<file path="src/rtl/rf_write_sched.sv">
// rf_write_sched: shares the register file write port between ALU writeback and a
// small load-return queue, and keeps a per-register busy bitmap for decode hazards.
module rf_write_sched #(
  parameter int LQ_DEPTH   = 2,
  parameter int STARVE_MAX = 4
) (
  input  logic                      clk,
  input  logic                      rst_n,
  input  logic                      alu_valid,
  input  logic [4:0]                alu_rd,
  input  logic [31:0]               alu_data,
  output logic                      alu_ready,
  input  logic                      lsu_valid,
  input  logic [4:0]                lsu_rd,
  input  logic [31:0]               lsu_data,
  output logic                      lsu_ready,
  input  logic                      iss_valid,
  input  logic [4:0]                iss_rd,
  output logic                      iss_ready,
  input  logic [4:0]                q_rs1,
  input  logic [4:0]                q_rs2,
  input  logic [4:0]                q_rd,
  output logic                      hazard,
  output logic                      rf_we,
  output logic [4:0]                rf_waddr,
  output logic [31:0]               rf_wdata,
  output logic [$clog2(LQ_DEPTH):0] lq_count
);
  localparam int AW = $clog2(LQ_DEPTH);
  localparam int CW = AW + 1;
  localparam int SW = $clog2(STARVE_MAX + 1);
  localparam logic [CW-1:0] DEPTH = CW'(LQ_DEPTH);
  localparam logic [SW-1:0] SMAX  = SW'(STARVE_MAX);

  logic [4:0]    rd_mem   [LQ_DEPTH];
  logic [31:0]   data_mem [LQ_DEPTH];
  logic [AW-1:0] wptr_q, rptr_q;
  logic [CW-1:0] cnt_q, cnt_d;
  logic [SW-1:0] starve_q, starve_d;
  logic [31:0]   busy_q, busy_d;
  logic          full, nonempty, head_pri, head_gnt, alu_gnt, push, iss_set;
  logic [4:0]    head_rd;

  assign full      = cnt_q == DEPTH;
  assign nonempty  = cnt_q != '0;
  assign head_rd   = rd_mem[rptr_q];
  assign head_pri  = nonempty && (full || starve_q == SMAX);
  assign head_gnt  = nonempty && (head_pri || !alu_valid);
  assign alu_gnt   = alu_valid && !head_pri;
  assign alu_ready = !head_pri;
  assign lsu_ready = !full;
  assign push      = lsu_valid && !full;
  assign iss_ready = !busy_q[iss_rd];
  assign iss_set   = iss_valid && iss_ready && iss_rd != '0;
  assign hazard    = busy_q[q_rs1] | busy_q[q_rs2] | busy_q[q_rd];
  assign rf_waddr  = head_gnt ? head_rd : alu_rd;
  assign rf_wdata  = head_gnt ? data_mem[rptr_q] : alu_data;
  // rst_n gates the ALU path too, which would otherwise write during reset
  assign rf_we     = rst_n && (head_gnt || alu_gnt) && rf_waddr != '0;
  assign lq_count  = cnt_q;
  assign cnt_d     = cnt_q + CW'(push) - CW'(head_gnt);
  assign starve_d  = (!nonempty || head_gnt) ? '0 : (starve_q == SMAX ? SMAX : starve_q + SW'(1));

  always_comb begin
    busy_d = busy_q;
    if (head_gnt) busy_d[head_rd] = 1'b0;
    if (iss_set) busy_d[iss_rd] = 1'b1;
    busy_d[0] = 1'b0;
  end

  always_ff @(posedge clk or negedge rst_n) begin
    if (!rst_n) begin
      wptr_q   <= '0;
      rptr_q   <= '0;
      cnt_q    <= '0;
      starve_q <= '0;
      busy_q   <= '0;
    end else begin
      wptr_q   <= wptr_q + AW'(push);
      rptr_q   <= rptr_q + AW'(head_gnt);
      cnt_q    <= cnt_d;
      starve_q <= starve_d;
      busy_q   <= busy_d;
    end
  end

  always_ff @(posedge clk) begin
    if (push) begin
      rd_mem[wptr_q]   <= lsu_rd;
      data_mem[wptr_q] <= lsu_data;
    end
  end
endmodule

</file>
<file path="config.mk">
export PLATFORM = sky130hd
export DESIGN_NAME = rf_write_sched
export DESIGN_NICKNAME = d
export VERILOG_FILES = /design/src/rtl/rf_write_sched.sv
export SDC_FILE = /design/constraint.sdc
export NUM_CORES = 1
export LEC_CHECK = 0
export CORE_AREA = 2 2 113 115
export DETAILED_ROUTE_END_ITERATION = 10
export DIE_AREA = 0 0 115 117
export PLACE_DENSITY = 0.85
export SKIP_CTS_REPAIR_TIMING = 1
export SYNTH_ARGS = -nofsm -noshare
export SYNTH_HDL_FRONTEND = slang
export SYNTH_SLANG_ARGS = --single-unit
</file>
<file path="constraint.sdc">
create_clock -name clk -period 3.29 [get_ports clk]
set_clock_uncertainty 0.15 [all_clocks]
set_input_delay 0.329 -clock clk [delete_from_list [all_inputs] [get_ports clk]]
set_output_delay 0.329 -clock clk [all_outputs]
set_load 0.03 [all_outputs]
</file>
# == Word-level counts from Yosys, hierarchy flattened ==
# Memories as Yosys holds them, arrays and structs flattened.
# Cells that the tools add are included.
# W data, S select, Z words.
# totals
ff_bits,38
ram_bits,74
in_bits,99
out_inout_bits,44
mem_count,2
# op_classes
n_addsub,5
n_lt_le_gt_ge,7
eq_ne,2
mux,20
bitwise_logic,5
reduce_logical,22
# mem_list
name,depth,width,rd,rd_ports_with_merged_regs,wr,line_no,text
data_mem,2,32,1,0,1,36,logic [31:0] data_mem [LQ_DEPTH];
rd_mem,2,5,1,0,1,35,logic [4:0] rd_mem [LQ_DEPTH];
# op_table
op,count
$mux W32,3
$and A32 B32 Y32,1
$not A32 Y32,1
$or A32 B32 Y32,1
$lt A5 B6 Y1 const B,5
$bmux W1 S5,4
$demux W1 S5,2
$ge A5 B1 Y1 const B,2
$logic_and A1 B1 Y1,10
$reduce_bool A5 Y1,2
$mux W1,8
$mux W3,2
$logic_not A1 Y1,5
$mux W5,1
$logic_or A1 B1 Y1,4
$add A3 B1 Y3 const B,1
$eq A3 B3 Y1 const B,1
$add A1 B1 Y1,2
$add A2 B1 Y2,1
$eq A2 B2 Y1 const B,1
$or A1 B1 Y1,2
$reduce_bool A2 Y1,1
$sub A2 B1 Y2,1

# == Longest topological paths before layout ==
# An unclocked memory read counts as a cell.
# logic_depth
word_depth,10
ltp_mapped,12
depth_no_buf,9

# == Worst setup path after synthesis ==
# No wires, ideal clock.
# synth_path
kind,reg-to-output
startpoint,reg starve_q[0]
endpoint,out rf_we
arrival_ns,2.246
t_required_ns,2.811
path_slack_ns,0.565
stages_incl_launch_ff,8
cell_sequence,dfrtp_1 -> inv_1 -> ha_1 -> nand2_1 -> a31oi_1 -> mux2_2 -> or4_1 -> o21a_1
# synth_via
elab_chain_cells,8
# synth_lines
element,line_no,text
from (decl),39,"logic [SW-1:0] starve_q, starve_d;"
from (signal assigned),82,starve_q <= starve_d;
$eq A3 B3 Y1,47,assign head_pri = nonempty && (full || starve_q == SMAX);
$logic_or A1 B1 Y1,47,
$logic_and A1 B1 Y1,47,
$logic_or A1 B1 Y1,48,assign head_gnt = nonempty && (head_pri || !alu_valid);
$logic_and A1 B1 Y1,48,
$mux W5,56,assign rf_waddr = head_gnt ? head_rd : alu_rd;
named net rf_waddr[3],25,"output logic [4:0] rf_waddr,"
$reduce_bool A5 Y1,59,assign rf_we = rst_n && (head_gnt || alu_gnt) && rf_waddr != '0;
$logic_and A1 B1 Y1,59,
to (decl),24,"output logic rf_we,"
# The timed path passes the listed nets, and every way through them passes these cells.

# == Worst setup path in the final report ==
# layout_path
startpoint,reg starve_q[0]
endpoint,out rf_we
# layout_via
elab_chain_cells,8
# layout_lines
element,line_no
$eq A3 B3 Y1 *,47
$logic_or A1 B1 Y1 *,47
$logic_and A1 B1 Y1 *,47
$logic_or A1 B1 Y1 / $logic_not A1 Y1 (equally long branches),"48, 49"
"$logic_and A1 B1 Y1, on equally long branches","48, 49"
$mux W5 / $logic_or A1 B1 Y1 (equally long branches),"56, 59"
$reduce_bool A5 Y1 / $logic_and A1 B1 Y1 (equally long branches),59
$logic_and A1 B1 Y1 *,59
# Mark *: on every way between the ends. The rest lies on a longest branch, timed or not.

==> metrics <==
Final ANT Viol Nets=0; final-layout worst hold slack=337 ps; CTS Buffer Depth=2; worst slack after detailed placement=-33.6 ps; ratio of cells with drive above 1 in the final layout=13.8%; Pre-antenna DRT Iters=5; RePlAce Congestion=1.02; Worst Setup End Kind=primary output; most frequent cells in the layout=105 x clkdlybuf4s50_1, 74 x edfxtp_1, 51 x o21ai_0; Sequential Area=3170 µm²; number of rows created at floorplan=between 40 and 50; Post-layout nets=~730; maximum resistive drop on vdd=0.610 mV; ratio of final minimum period to clock period=a little over nine tenths; number of nets in the synthesized netlist=582; TritonCTS sink count=approximately 110; max-cap viol count=0; setup violation total in the final timing report=0; total area of multi-input combinational cells=around 2600 µm²; status=finished clean; Post-Layout Inst Area=8030 µm²; commonest non-fill, non-tap cell in the layout=clkdlybuf4s50_1; start of the worst register-to-register path=starve_q[0]; R2R Path End=busy_q[8]; Final Instance Count excl. Fillers=781; pin count of the biggest net entering global routing=67; final routed wire length divided by cell count=20.3 µm; leakage dissipation=0.00321 µW; number of enable flip-flop cells after synthesis=74; Yosys cell types=52; x dimension of the die=115 µm; async set or reset register ratio after synthesis=33.9%; Std-Cell Core Area=12300 µm²; P&R area growth vs syn=35.0%; number of DRC violations after detailed routing=0; Skew-Pair Late Insertion Delay=350 ps; data arrival at the endpoint of the critical path=2660 ps; Clk pin slew, worst setup/hold paths=about 80 ps; violation count after the first detailed-route iteration=270; CTS Root Buffer Type=clkbuf_16; worst setup path startpoint=starve_q[0]; synthesized-area fraction occupied by and/or/nand/nor cells=10.5%; required arrival time at the worst endpoint=2810 ps; Most used DFF post-synth=edfxtp_1; cell type with the highest aggregate area in the netlist=edfxtp_1; Cell Area, Synth=~5900 µm²; unrepaired setup endpoints after global routing=false; Synth Area in Adders=1.26%; final wirelength=15900 µm; gate count after technology mapping=477; Post-Place Cell Area=around 7600 µm²; placed cell count=765; final worst-path setup slack=152 ps; flip-flop and latch count after synthesis=roughly 110; minimum clock period=between 3000 and 4000 ps; count of port buffers added during placement=roughly 140; final HPWL from detailed placement=11900 µm; number of global-route vias before repair=4876; main combinational cell family by area after synthesis=multiplexers; CTS H-tree depth=3; fraction of synthesized cell area in xor and xnor cells=less than 1%; area fraction in compound gates after synthesis=11.8%; sequential element share of the synthesized area=53.3%; Synth warnings=0; share of cell area taken by muxes after synthesis=between 10% and 20%; GRT Resource Usage Total=24.4%; initial antenna violation count=0; via count=between 4000 and 5000; critical path endpoint=rf_we; post-synthesis average cell area=12.5 µm²; number of antenna cells inserted=0; number of hold violations in the final report=0; area share of the leading cell type in the synthesized netlist=37.4%; die area=13500 µm²; number of buffers created by CTS=9; Crit Path Class=register to primary output; Worst Reg2Reg Path Length in Cells=8; Pwr Density=881 nW/µm²; wire length of the first global-routing pass=~25000 µm; I/O pins=143; cells taking the most area after synthesis=edfxtp_1 37%, dfrtp_1 16%, mux4_2 10%; fin. max-slew vios=0; reg-to-reg slack, setup=1070 ps; highest clock frequency the design can meet=319 MHz; category of the worst setup path launch point=register; total congestion overflow=0; Via-to-Cell Ratio=between 6 and 7; worst rel slew slack=46.6%; worst-path maximum fanout=5; FILL cells=886; starting density of the core=about 48%; type of the worst min-delay path=register to register; TritonCTS clock tree=done; worst slew pin tran=between 700 and 800 ps; height of the die=117 µm
==> cells in the mapped netlist (4+ instances only) <==
library cell	count
mux4_2	27
nor2_1	37
nand3_1	5
mux2_2	8
nand3b_1	6
edfxtp_1	74
o22ai_1	4
a21oi_1	34
nor2b_1	4
nand2b_1	7
buf_2	14
mux2i_1	42
inv_1	13
o21ai_0	51
nand4_1	4
dfrtp_1	38
nand2_1	29
ha_1	6
o21ai_1	14
clkbuf_1	8
nor3b_1	8
==> worst min path at each step <==
stage	from	end	slack, ps	cells past startpoint
after global routing	starve_q[0]	starve_q[0]	370	1
after CTS	rst_n	busy_q[25]	-80	2
after floorplan	rst_n	busy_q[10]	-120	0
after global placement	rst_n	busy_q[1]	300	2
after detailed placement	rst_n	busy_q[27]	300	2
final	starve_q[0]	starve_q[0]	340	1
==> registers in the layout (all words and copies together) (netlist names) <==
register	cells
data_mem	64
rd_mem	10
lq_count	2
starve_q	3
rptr_q	1
busy_q	31
wptr_q	1
==> worst max-delay path, cell delays in order (launching register included) <==
cell and delay [ps]:
dfrtp_1 410, inv_1 70, ha_1 190, nand2_1 140, a31oi_4 260, mux2_2 370
or4_1 520, o21a_1 180, clkbuf_2 180
==> per-stage QoR <==
step / setup TNS (ps) / total power (µW) / util, %
finish: 0 / 7080 / 65.2
global route: 0 / 7440 / 65.2
CTS: -494 / 7150 / 64.5
detailed placement: -33.6 / 6060 / 62.1
global placement: 0 / 5930 / 62.1
floorplan: 0 / 4580 / -
==> cells by family (layout without fill, tap and decap cells) <==
| kind of cell | count (synthesis) | after routing |
|---|---|---|
| multiplexers | 79 | 79 |
| flip-flops | 112 | 112 |
| AO/OA/AOI/OAI | 121 | 121 |
| XOR/XNOR | 3 | 3 |
| AND/OR/NAND/NOR | 117 | 117 |
| buffers and inverters | 39 | 193 |
| adder cells (fa/ha/maj) | 6 | 6 |
==> power by group <==
| group | internal (µW) | switching (µW) | total, µW |
|---|---|---|---|
| sequential | 1980 | 471 | 2450 |
| clock | 595 | 492 | 1090 |
| combinational | 1580 | 1970 | 3540 |
==> layout make-up <==
type	instances	share of cell area (%)
clock buffer	10	2.85
clock inverter	5	0.810
inverter	13	0.607
multi-input combinational	326	32.5
sequential	112	39.5
tap	150	2.34
timing repair buffer	165	21.3
==> layer usage <==
layer / track usage, % / up-vias / wire length, µm
li1: - / 2133 / -
met1: 31.1 / 2279 / 6380
met2: 41.4 / 264 / 7670
met3: 5.97 / 28 / 1500
met4: 8.19 / 0 / 316
met5: 0 / - / 0
Note: power is estimated with default switching activity, not from simulation.
